## src/rtl/sync_fifo_mem.sv

```systemverilog
// sync_fifo_mem
// -----------------------------------------------------------------------------
// Single-clock FIFO with its own storage, read/write pointers, occupancy count
// and registered status flags. DEPTH may be any integer >= 2; the pointers
// wrap explicitly at DEPTH-1 rather than relying on power-of-two rollover.
//
// Parameters:
//   WIDTH     data word width in bits
//   DEPTH     number of entries
//   AF_LEVEL  almost_full asserts when count >= AF_LEVEL
//   AE_LEVEL  almost_empty asserts when count <= AE_LEVEL
//
// Ports:
//   clk           single clock, all logic on posedge
//   rst           synchronous reset, active-high
//   wr_en/wr_data write request and its data
//   rd_en         read request
//   rd_data       registered read data, valid one cycle after an accepted read
//   rd_valid      one-cycle pulse when rd_data carries a newly popped word
//   full, empty, almost_full, almost_empty   registered status flags
//   count         current occupancy
//   overflow      sticky: write requested but not accepted
//   underflow     sticky: read requested while empty
//   err_clr       clears overflow/underflow
//
// Build option:
//   SYNC_FIFO_ERR_FLAGS_EN  when defined, overflow/underflow are live sticky
//                           flags; when undefined they are tied to 0 and
//                           err_clr is ignored (ports remain present).
// -----------------------------------------------------------------------------
module sync_fifo_mem #(
  parameter int WIDTH    = 8,
  parameter int DEPTH    = 90,
  parameter int AF_LEVEL = DEPTH - 2,
  parameter int AE_LEVEL = 2
) (
  input  logic                       clk,
  input  logic                       rst,
  input  logic                       wr_en,
  input  logic [WIDTH-1:0]           wr_data,
  input  logic                       rd_en,
  output logic [WIDTH-1:0]           rd_data,
  output logic                       rd_valid,
  output logic                       full,
  output logic                       empty,
  output logic                       almost_full,
  output logic                       almost_empty,
  output logic [$clog2(DEPTH+1)-1:0] count,
  output logic                       overflow,
  output logic                       underflow,
  input  logic                       err_clr
);

  localparam int CW = $clog2(DEPTH + 1);
  localparam int PW = (DEPTH > 1) ? $clog2(DEPTH) : 1;

  localparam logic [PW-1:0] PTR_LAST  = PW'(DEPTH - 1);
  localparam logic [CW-1:0] CNT_DEPTH = CW'(DEPTH);
  localparam logic [31:0]   AF_THRESH = 32'(AF_LEVEL);
  localparam logic [31:0]   AE_THRESH = 32'(AE_LEVEL);

  // Reset values of the threshold flags depend on the configured levels.
  localparam logic AF_RESET = (AF_LEVEL <= 0);
  localparam logic AE_RESET = (AE_LEVEL >= 0);

  logic [WIDTH-1:0] mem [DEPTH];

  logic [PW-1:0] wr_ptr;
  logic [PW-1:0] rd_ptr;
  logic          wr_acc;
  logic          rd_acc;
  logic [CW-1:0] count_next;
  logic [31:0]   count_next_ext;

  // Accept logic. A write into a full FIFO is allowed only when a read
  // frees a slot in the same cycle; there is no empty-FIFO bypass, so a
  // read against an empty FIFO is always rejected.
  always_comb begin
    rd_acc = rd_en && !empty;
    wr_acc = wr_en && (!full || rd_acc);
  end

  // Next-state occupancy; the flags are registered from this value so they
  // line up with count in the same cycle.
  always_comb begin
    count_next = count;
    if (wr_acc && !rd_acc) begin
      count_next = count + CW'(1);
    end else if (rd_acc && !wr_acc) begin
      count_next = count - CW'(1);
    end
    count_next_ext = 32'(count_next);
  end

  // Storage array: not reset. When full, rd_ptr == wr_ptr, and the
  // non-blocking read below still returns the old (oldest) word before the
  // simultaneous write replaces it.
  always_ff @(posedge clk) begin
    if (!rst && wr_acc) begin
      mem[wr_ptr] <= wr_data;
    end
  end

  // Pointers, count, flags and read data path.
  always_ff @(posedge clk) begin
    if (rst) begin
      wr_ptr       <= '0;
      rd_ptr       <= '0;
      count        <= '0;
      empty        <= 1'b1;
      full         <= 1'b0;
      almost_empty <= AE_RESET;
      almost_full  <= AF_RESET;
      rd_data      <= '0;
      rd_valid     <= 1'b0;
    end else begin
      if (wr_acc) begin
        wr_ptr <= (wr_ptr == PTR_LAST) ? '0 : wr_ptr + PW'(1);
      end
      if (rd_acc) begin
        rd_ptr  <= (rd_ptr == PTR_LAST) ? '0 : rd_ptr + PW'(1);
        rd_data <= mem[rd_ptr];
      end
      rd_valid     <= rd_acc;
      count        <= count_next;
      empty        <= (count_next == '0);
      full         <= (count_next == CNT_DEPTH);
      almost_full  <= (count_next_ext >= AF_THRESH);
      almost_empty <= (count_next_ext <= AE_THRESH);
    end
  end

`ifdef SYNC_FIFO_ERR_FLAGS_EN
  // Sticky error flags. A new error in the same cycle as err_clr wins.
  always_ff @(posedge clk) begin
    if (rst) begin
      overflow  <= 1'b0;
      underflow <= 1'b0;
    end else begin
      if (wr_en && !wr_acc) begin
        overflow <= 1'b1;
      end else if (err_clr) begin
        overflow <= 1'b0;
      end
      if (rd_en && empty) begin
        underflow <= 1'b1;
      end else if (err_clr) begin
        underflow <= 1'b0;
      end
    end
  end
`else
  // Error tracking disabled: flags are constant and err_clr has no effect.
  logic unused_err_clr;
  assign unused_err_clr = err_clr;
  assign overflow       = 1'b0;
  assign underflow      = 1'b0;
`endif

endmodule

```

## config.mk

```make
export PLATFORM = sky130hd
export DESIGN_NAME = sync_fifo_mem
export DESIGN_NICKNAME = d
export VERILOG_FILES = /design/src/rtl/sync_fifo_mem.sv
export SDC_FILE = /design/constraint.sdc
export NUM_CORES = 1
export LEC_CHECK = 0
export ABC_CLOCK_PERIOD_IN_PS = 4550
export CAP_MARGIN = 0
export CORE_MARGIN = 5
export CORE_UTILIZATION = 40
export DETAILED_ROUTE_END_ITERATION = 6
export HOLD_SLACK_MARGIN = 0.06
export PLACE_DENSITY_LB_ADDON = 0.12
export SYNTH_ARGS = -nofsm -noshare
export SYNTH_HDL_FRONTEND = slang
export SYNTH_SLANG_ARGS = --single-unit
```

## constraint.sdc

```tcl
create_clock -name clk -period 4.55 [get_ports clk]
set_input_delay 0.6825 -clock clk [delete_from_list [all_inputs] [get_ports clk]]
set_output_delay 0.6825 -clock clk [all_outputs]
set_load 0.02 [all_outputs]
```

# [Word-level counts from Yosys, hierarchy flattened]
# Memories as Yosys holds them, arrays and structs flattened. A register that Yosys moved wholly into a read port is not among the register bits.
# Cells that the tools add are included.
[word_totals] register_bits=26 ramBits=720 word_cells=36 n_memories=1
[mem_list] memory="mem" words=90 width=8 read_ports=1 rd_ports_with_merged_regs=1 wr=1 line="66" text="logic [WIDTH-1:0] mem [DEPTH];"
[classes] n_addsub=4 order_cmp=2 eq_ne=3 mux=6 reduce_logical=12
[op_table] op="$mux W7" n=4
[op_table] op="$add A7 B1 Y7 const B" n=3
[op_table] op="$eq A7 B7 Y1 const B" n=3
[op_table] op="$ge A7 B7 Y1 const B" n=1
[op_table] op="$le A7 B2 Y1 const B" n=1
[op_table] op="$logic_not A7 Y1" n=1
[op_table] op="$sub A7 B1 Y7 const B" n=1
[op_table] op="$logic_and A1 B1 Y1" n=5
[op_table] op="$logic_not A1 Y1" n=5
[op_table] op="$mux W1" n=2
[op_table] op="$logic_or A1 B1 Y1" n=1

# [Depth between registers and ports, before layout]
# Gate-level depths: netlist (run 1).
[depth] depth_word=9 ltp_mapped=11

# [Least setup slack after synthesis (run 1)]
# OpenSTA, ideal clock, no wires.
[synth_timing] path_type="input port to flip-flop" from="input rd_en" to="memory mem[72][0], enable pin" arrival_time_ps=2269 path_slack_ps=1911 path_stages=7 n_path_buf=2 path_cell_list="nand2b_1 > clkbuf_8 > a21boi_2 > nor3b_1 > nand2_1 > clkbuf_1 > nor2_1"
[synth_via] elab_chain_cells=6
[synth_lines] item="start, declared" line="41" text="input logic rd_en,"
[synth_lines] item="$logic_and A1 B1 Y1" line="79" text="rd_acc = rd_en && !empty;"
[synth_lines] item="$logic_or A1 B1 Y1" line="80" text="wr_acc = wr_en && (!full || rd_acc);"
[synth_lines] item="$logic_and A1 B1 Y1" line="80"
[synth_lines] item="$logic_and A1 B1 Y1" line="99" text="if (!rst && wr_acc) begin"
[synth_lines] item="$mux W1" line="99"
[synth_lines] item="$mux W1 (implied by the code)" line="100" text="mem[wr_ptr] <= wr_data;"
[synth_lines] item="end, declared" line="66"
# Every way passes these cells.

==> results of run 1 <==
## worst max-delay path, cell delays in order, from the launching register on
cell and delay, ns:
dfxtp_4 0.75, buf_4 0.49, and2_1 0.53, a22oi_1 0.21
nand4_1 0.26, nor4bb_1 0.73, o311ai_1 0.14
## cells in the final DEF, fill, tap and decap left out, types with 7 or more instances in the layout
master             n
mux2i_1          116
clkbuf_16         81
clkinv_2           8
bufinv_16         12
nand4_1            9
clkdlybuf4s50_1   23
nand3_1           32
clkbuf_1          14
a211oi_1          18
nor2_1           138
nor3_1            14
edfxtp_1         720
buf_4            141
xnor2_1            8
dfxtp_1           30
mux4_1             8
a21oi_1           18
nor2b_1           20
clkinv_1          19
o21ai_0           19
a22oi_1           39
xor2_1             7
o221ai_1           7
nand2_1           58
a2111oi_0          8
a22o_1             7
inv_1              7
mux4_2           122
buf_12             7
## stage by stage
stage | hold slack [ns] | cell area (sq um)
6_report | 0.558 | 34800
5_1_grt | 0.590 | 34800
4_1_cts | 0.561 | 34800
3_5_place_dp | 0.553 | 32100
3_3_place_gp | 0.530 | 32100
2_1_floorplan | 0.505 | 30100
## layout make-up
type,count,area (sq um),area share
flip-flops and latches,754,22300,0.642
multi-input cells,757,7100,0.204
clock buffers,98,2120,0.0610
repair buffers,171,1430,0.0411
well taps,969,1210,0.0349
clock inverters,47,548,0.0158
inverters,9,33.8,0.000972
## path summary, 6_finish.rpt
path	startpoint	cells past startpoint	end	slack, ns
setup / recovery	rd_ptr[0]	6	rd_data[3]	1.30
hold / removal	wr_ptr[6]	2	wr_ptr[6]	0.56
setup reg to reg	rd_ptr[0]	6	rd_data[3]	1.30
hold reg to reg	wr_ptr[6]	2	wr_ptr[6]	0.56
## routing by layer
layer | vias up | part of all wire | track usage
met4 | 0 | 0.020 | 0.0466
met5 | - | 0 | 0
li1 | 6850 | - | -
met1 | 8187 | 0.46 | 0.277
met2 | 437 | 0.47 | 0.296
met3 | 97 | 0.054 | 0.0313
## power by group through the flow
stage	clock network, uW	logic [uW]	registers (uW)
after floorplan	0	1130	7890
after global placement	0	1710	7930
after detailed placement	0	1730	7940
after CTS	6780	1730	7790
after global routing	7080	1840	7800
final	6630	1710	7790
## logic make-up (layout without fill, tap and decap cells)
family | Yosys count | in the layout
AND/OR/NAND/NOR | 316 | 316
other | 1 | 2
buffers and inverters | 98 | 325
flip-flops | 754 | 754
AO/OA/AOI/OAI | 166 | 166
adder cells (fa/ha/maj) | 6 | 6
XOR/XNOR | 15 | 15
multiplexers | 252 | 252
## state kept, by name, summed over array words and instances (netlist names), 7 cells and up
name / flops
rd_data: 8
wr_ptr: 7
count: 7
mem: 720
rd_ptr: 7
==> impl_metrics.py, run 1 <==
metrics = {
    "pwr": {
        "p_clk_frac": 0.411,
        "p_total_uw": 16100,
        "switching_share": 0.233,
        "combPwrFrac": 0.106,
        "p_per_area_nw_per_um2": 464,
        "ir_worst_vdd_uv": 228,
        "power.leakage_uw": 0.0109,
        "p_int_uw": 12400,
        "seqPwrFrac": 0.483,
        "p_sw_uw": 3760,
    },
    "sta": {
        "setup_slack_ns": 1.30,
        "worst_slew_pin_slew_ns": 1.16,
        "finClkSkew_ns": 0.0400,
        "finalSetupTns_ns": 0,
        "final_hold_viol_count": 0,
        "fmax_mhz": 308,
        "setup-violations-final": 0,
        "finalCritPeriodShare": 0.714,
        "slew_viol_final": 0,
        "finalCriticalPeriod_ns": 3.25,
        "relSlewSlack": 0.224,
        "rsz0062_at_grt": "no",
    },
    "critical_path": {
        "end_kind": "flop",
        "crit_arrival_ns": 3.74,
        "crit_type": "flop to flop",
        "required_ns": 5.04,
        "critPathLaunchType": "flop",
        "cp_max_fo": 27,
    },
    "yosys": {
        "ys_warn_count": 0,
        "avgSynthCellArea_sq_um": 18.7,
        "synth_ff_type": "edfxtp_1",
        "netlist_area_sq_um": 30100,
        "synth-xor-area-share": 0.00437,
        "synthMuxAreaShare": 0.139,
        "synth_top_cell_area_share": 0.719,
        "synth-seq-cells": 754,
        "syn-instance-count": 1608,
        "synth-seq-area-share": 0.741,
        "netlist_top_cells_count": "edfxtp_1, nor2_1, mux4_2",
        "yosysMostFrequentCell": "edfxtp_1",
        "synthArstFlopShare": 0,
        "synth_top_cell_by_area": "edfxtp_1",
        "synth_top_family_by_area": "multiplexers",
        "synth_edf_count": 720,
        "yosys.area_share.adder": 0.00250,
        "synth_cell_type_count": 73,
        "synthTopCellsByArea": "edfxtp_1, mux4_2, mux2i_1",
        "yosys.area_share.simple": 0.0492,
        "synth-compound-area-share": 0.0406,
    },
    "placement": {
        "place_hpwl_um": 47100,
        "pre_cts_ws_ns": 0.813,
        "port_buffers": 31,
        "placed_cells": 2660,
        "place.gp.congestion": 0.829,
    },
    "global_routing": {
        "grt_pass1_wl_um": 112000,
        "antenna_found_initial": 0,
        "overflow": 0,
        "grt_start_max_net_pins": 91,
        "grtUsageTotal": 0.188,
        "first_global_vias": 15874,
    },
    "clock_network": {
        "cts_resized": 0,
        "path_clk_slew_ns": 0.06,
        "ctsHoldBuffers": 0,
        "clock_tree.root_cell": "clkbuf_16",
        "worstSkewPairLatency_ns": 0.63,
        "cts_buffers": 79,
        "post-cts-setup-buffers": 0,
        "h-tree-depth": 3,
        "cts_tree": "yes",
        "cts_max_path_buffers": 3,
        "cts_sinks": 754,
    },
    "layout": {
        "fin_util": 0.466,
        "nFillCells": 6344,
        "diodes": 0,
        "drive_gt1_frac": 0.222,
        "nNetsFinal": 1791,
        "instances_no_fill": 2805,
        "area_growth_syn_to_layout_pct": 15.5,
    },
    "hold_path": {
        "hold_path_class": "flop to flop",
    },
    "drt": {
        "wl_per_cell_um": 27.3,
        "routed_wl_um": 76700,
        "drt_iter0_markers": 1486,
        "viasPerCell": 5.55,
        "via_count": 15571,
        "drc": 0,
        "drtPass1Iterations": 5,
        "postRouteAntennaNets": 0,
    },
    "outcome": {
        "status": "finished clean",
    },
    "floorplanning": {
        "fp.coreArea_sq_um": 74600,
        "boundaryPins": 35,
        "rows": 100,
        "fp.dieW_um": 284,
        "die_h_um": 284,
        "start_util": 0.403,
        "die_area_sq_um": 80800,
    },
    "flow_run": {
        "cap_violations": 0,
    },
}
No activity file was read; power rests on OpenSTA's default activity.
==> run 2: changes to the inputs <==
ABC_CLOCK_PERIOD_IN_PS = 2780   (was 4550)
clock period = 2.78 ns   (was 4.55 ns; I/O delays follow)
==> run 2 against run 1 <==
Effect of this change:
- routed wire length rose by 1.1%
- power up 58%
- clock skew down 0.0085 ns
- register-to-register slack got worse by 1.1 ns
- maximum frequency up 24%
- sequential power is 63% higher
- cell count grew 2.4%
- non-clock buffer count increased by 68
- hold slack worse by 0.25 ns
- combinational power rose by 77%
- largest power group unchanged
- highest routed layer unchanged
==> impl_metrics.py, run 2 (synthesized netlist as in run 1, its figures left out) <==
metrics = {
    "placement": {
        "place.gp.congestion": 0.859,
        "pre_cts_ws_ns": 0.0475,
        "place_hpwl_um": 49900,
        "port_buffers": 31,
    },
    "pwr": {
        "p_clk_frac": 0.385,
        "p_sw_uw": 6040,
        "p_int_uw": 19500,
        "ir_worst_vdd_uv": 377,
        "seqPwrFrac": 0.497,
        "combPwrFrac": 0.118,
        "switching_share": 0.237,
        "power.leakage_uw": 0.0111,
        "p_per_area_nw_per_um2": 727,
        "p_total_uw": 25500,
    },
    "clock_network": {
        "cts_sinks": 754,
        "cts_max_path_buffers": 3,
        "cts_buffers": 81,
        "clock_tree.root_cell": "clkbuf_16",
        "cts_tree": "yes",
        "cts_resized": 0,
        "h-tree-depth": 3,
        "worstSkewPairLatency_ns": 0.62,
        "path_clk_slew_ns": 0.06,
        "ctsHoldBuffers": 0,
        "post-cts-setup-buffers": 0,
    },
    "sta": {
        "fmax_mhz": 381,
        "worst_slew_pin_slew_ns": 1.13,
        "finClkSkew_ns": 0.0314,
        "finalCriticalPeriod_ns": 2.63,
        "slew_viol_final": 0,
        "finalSetupTns_ns": 0,
        "setup-violations-final": 0,
        "relSlewSlack": 0.249,
        "rsz0062_at_grt": "no",
        "finalCritPeriodShare": 0.945,
        "final_hold_viol_count": 0,
        "setup_slack_ns": 0.153,
    },
    "outcome": {
        "status": "finished clean",
    },
    "critical_path": {
        "critPathLaunchType": "flop",
        "cp_max_fo": 31,
        "crit_arrival_ns": 3.13,
        "required_ns": 3.28,
        "end_kind": "flop",
        "slowest_stage": "mux4_1",
        "slowest_delay_ns": 0.63,
        "cp_cell_sequence": "buf_12 > mux4_1 > o22ai_1 > a2111o_1 > a41oi_1 > a31oi_1 > o21ai_1",
        "crit_type": "flop to flop",
    },
    "drt": {
        "via_count": 15864,
        "viasPerCell": 5.52,
        "met1_length_um": 35100,
        "met2WireLength_um": 36700,
        "drt_iter0_markers": 1200,
        "postRouteAntennaNets": 0,
        "drtPass1Iterations": 7,
        "wl_met3_um": 4120,
        "drc": 0,
        "highest-signal-layer": "met4",
        "routed_wl_um": 77500,
        "wl_per_cell_um": 27.0,
    },
    "layout": {
        "diodes": 0,
        "top_register": "mem",
        "top_regs": "mem (720), rd_data (8)",
        "nFillCells": 6286,
        "nNetsFinal": 1861,
        "drive_gt1_frac": 0.244,
        "mostFrequentLayoutCells": "edfxtp_1, buf_4, nor2_1, mux4_2, mux2i_1",
        "final_common_cell": "edfxtp_1",
        "area_growth_syn_to_layout_pct": 16.7,
        "largest_register_ffs": 720,
    },
    "global_routing": {
        "grt_start_max_net_pins": 91,
        "grt_pass1_wl_um": 113000,
        "first_global_vias": 16201,
        "antenna_found_initial": 1,
        "overflow": 0,
        "grtUsageTotal": 0.190,
    },
    "floorplanning": {
        "boundaryPins": 35,
        "fp.dieW_um": 284,
        "rows": 100,
        "die_h_um": 284,
        "start_util": 0.403,
        "fp.coreArea_sq_um": 74600,
        "die_area_sq_um": 80800,
    },
    "flow_run": {
        "cap_violations": 0,
    },
    "hold_path": {
        "hold_path_class": "primary input to flop",
    },
}
-- run 2: cell count changes in the layout (fill, tap and decap cells not counted) --
cell,delta
buf_4,+60
bufinv_16,-11
buf_12,+8
clkbuf_1,+8
clkinv_2,+5
clkbuf_16,+3
clkinvlp_4,-3
clkbuf_8,-2
clkinv_1,+2
inv_6,-2
clkinv_8,+1
inv_16,-1
-- run 2: routing by layer --
metal | track usage | vias to the layer above
met4 | 0.0516 | 0
met2 | 0.303 | 462
li1 | - | 6996
met5 | 0 | -
met3 | 0.0300 | 99
met1 | 0.274 | 8307
-- run 2: through the flow --
| step | hold slack (ns) | utilization | cells | area, sq um |
|---|---|---|---|---|
| after global placement | 0.532 | 0.439 | 2729 | 32700 |
| after global routing | 0.309 | 0.471 | 2873 | 35100 |
| after CTS | 0.292 | 0.471 | 2874 | 35100 |
| final | 0.309 | 0.471 | 2873 | 35100 |
| after floorplan | 0.505 | - | 1609 | 30100 |
| after detailed placement | 0.537 | 0.439 | 2729 | 32700 |
-- run 2: power by group through the flow --
stage / registers, uW / logic, uW / clock network [uW]
floorplan: 12900 / 1850 / 0
global placement: 12900 / 3060 / 0
detailed placement: 12900 / 3060 / 0
CTS: 12700 / 3080 / 10100
global route: 12700 / 3230 / 10500
finish: 12700 / 3020 / 9830
-- run 2: cell type report --
class / instances / area, sq um / share of cell area
Timing Repair Buffer: 239 / 2040 / 0.0581
Multi-Input combinational cell: 757 / 7100 / 0.202
Tap cell: 969 / 1210 / 0.0345
Sequential cell: 754 / 22300 / 0.636
Inverter: 9 / 33.8 / 0.000962
Clock buffer: 107 / 2200 / 0.0626
Clock inverter: 38 / 206 / 0.00588
-- run 2: path summary, 6_finish.rpt --
kind | from | end | slack (ns) | cells past startpoint
worst min-delay path | wr_data[5] | mem[22][5] | 0.31 | 1
worst max register to register | rd_ptr[0] | rd_data[5] | 0.15 | 7
worst max-delay path | rd_ptr[0] | rd_data[5] | 0.15 | 7
worst min register to register | wr_ptr[6] | wr_ptr[6] | 0.56 | 2
-- run 2: worst max-delay path: cells and delay by family, from the launching register on --
| kind | cells | cell delay (ns) |
|---|---|---|
| AO/OA/AOI/OAI | 5 | 1.06 |
| multiplexers | 1 | 0.63 |
| flip-flops | 1 | 0.50 |
| buffers and inverters | 1 | 0.27 |
==> run 3: changes to the inputs <==
CELL_PAD_IN_SITES_DETAIL_PLACEMENT = 1   (was default)
CELL_PAD_IN_SITES_GLOBAL_PLACEMENT = 1   (was default)
==> run 3 against run 2 <==
Effect of this change:
- flip-flop and latch count unchanged
- cell count up 1.3%
- die area unchanged
- utilization up 0.90 points
- sequential share of layout area down 1.2 points
- power up 5.3%
- worst setup slack worse by 0.0089 ns
- first-iteration DRC count down 2.7%
- via count up 2.5%
- cell area up 1.9%
- register-to-register slack about the same
- critical path type unchanged
- largest cell class unchanged
- largest power group unchanged
==> impl_metrics.py, run 3 (synthesized netlist as in run 1, its figures left out) <==
metrics = {
    "floorplanning": {
        "die_h_um": 284,
        "rows": 100,
        "fp.dieW_um": 284,
        "boundaryPins": 35,
        "fp.coreArea_sq_um": 74600,
        "die_area_sq_um": 80800,
        "start_util": 0.403,
    },
    "clock_network": {
        "h-tree-depth": 3,
        "cts_max_path_buffers": 3,
        "cts_buffers": 83,
        "cts_tree": "yes",
        "clock_tree.root_cell": "clkbuf_16",
        "cts_resized": 0,
        "path_clk_slew_ns": 0.06,
        "worstSkewPairLatency_ns": 0.63,
        "cts_sinks": 754,
        "post-cts-setup-buffers": 0,
        "ctsHoldBuffers": 0,
    },
    "critical_path": {
        "end_kind": "flop",
        "cp_max_fo": 17,
        "required_ns": 3.30,
        "crit_type": "flop to flop",
        "crit_arrival_ns": 3.15,
        "critPathLaunchType": "flop",
    },
    "global_routing": {
        "overflow": 0,
        "antenna_found_initial": 1,
        "grt_pass1_wl_um": 121000,
        "grtUsageTotal": 0.203,
        "first_global_vias": 17353,
        "grt_start_max_net_pins": 91,
    },
    "layout": {
        "final_common_cell": "edfxtp_1",
        "mostFrequentLayoutCells": "edfxtp_1, buf_4, nor2_1, mux4_2, mux2i_1",
        "top_register": "mem",
        "diodes": 0,
        "drive_gt1_frac": 0.265,
        "design_area_sq_um": 35800,
        "area_growth_syn_to_layout_pct": 18.9,
        "largest_register_ffs": 720,
        "top_regs": "mem (720), rd_data (8)",
        "nNetsFinal": 1895,
    },
    "sta": {
        "finalCriticalPeriod_ns": 2.64,
        "worst_slew_pin_slew_ns": 1.04,
        "whs_ns": 0.312,
        "relSlewSlack": 0.308,
        "rsz0062_at_grt": "no",
        "finClkSkew_ns": 0.0337,
        "finalCritPeriodShare": 0.948,
        "final_hold_viol_count": 0,
        "fmax_mhz": 379,
        "finalSetupTns_ns": 0,
        "slew_viol_final": 0,
        "setup-violations-final": 0,
    },
    "placement": {
        "port_buffers": 31,
        "place_hpwl_um": 54100,
        "place.gp.congestion": 0.824,
        "placed_cell_area_sq_um": 33100,
    },
    "drt": {
        "wl_per_cell_um": 28.4,
        "drt_iter0_markers": 1168,
        "drtPass1Iterations": 5,
        "routed_wl_um": 82600,
        "drc": 0,
        "postRouteAntennaNets": 0,
        "viasPerCell": 5.59,
        "via_count": 16262,
    },
    "hold_path": {
        "hold_path_class": "primary input to flop",
    },
    "pwr": {
        "ir_worst_vdd_uv": 494,
        "p_total_uw": 26900,
        "power.leakage_uw": 0.0115,
        "p_per_area_nw_per_um2": 751,
    },
    "outcome": {
        "status": "finished clean",
    },
    "flow_run": {
        "cap_violations": 0,
    },
}
[run 3: stage by stage]
step	worst slack [ns]	std cells	util
floorplan	0.332	1609	-
global placement	0.0544	2760	0.443
detailed placement	0.00981	2760	0.443
CTS	0.126	2911	0.480
global route	0.0334	2911	0.480
finish	0.144	2911	0.480
[run 3: path summary, 6_finish.rpt]
path                   start    endpoint  slack, ns  depth (start not counted)
hold reg to reg    wr_ptr[6]   wr_ptr[6]       0.60                          2
setup reg to reg   rd_ptr[0]  rd_data[1]       0.14                          8
hold / removal    wr_data[2]   mem[7][2]       0.31                          1
setup / recovery   rd_ptr[0]  rd_data[1]       0.14                          8
[run 3: per-layer routing]
| metal | global-route usage | wire, um |
|---|---|---|
| met1 | 0.291 | 37600 |
| met2 | 0.335 | 40100 |
| met3 | 0.0313 | 3790 |
| met4 | 0.0436 | 1180 |
| met5 | 0 | 0 |
[run 3: power by group]
part	switching, uW	leakage [uW]	internal [uW]	total [uW]
sequential	182	0.00675	12500	12700
combinational	1750	0.00341	1440	3180
clock	4400	0.00133	6590	11000
total	6330	0.0115	20600	26900
[run 3: layout make-up]
cell class | count | area (sq um)
multi-input combinational | 757 | 7100
clock inverter | 40 | 408
tap | 969 | 1210
timing repair buffer | 271 | 2390
inverter | 9 | 33.8
sequential | 754 | 22300
fill | 6929 | 38800
clock buffer | 111 | 2320
[run 3: critical path, stage by stage (launching register included)]
cell	delay, ns
dfxtp_4	0.42
buf_12	0.19
buf_4	0.17
nor2_2	0.49
a22oi_1	0.20
nand4_1	0.25
o21ai_1	0.10
nand3b_1	0.29
a221o_1	0.41
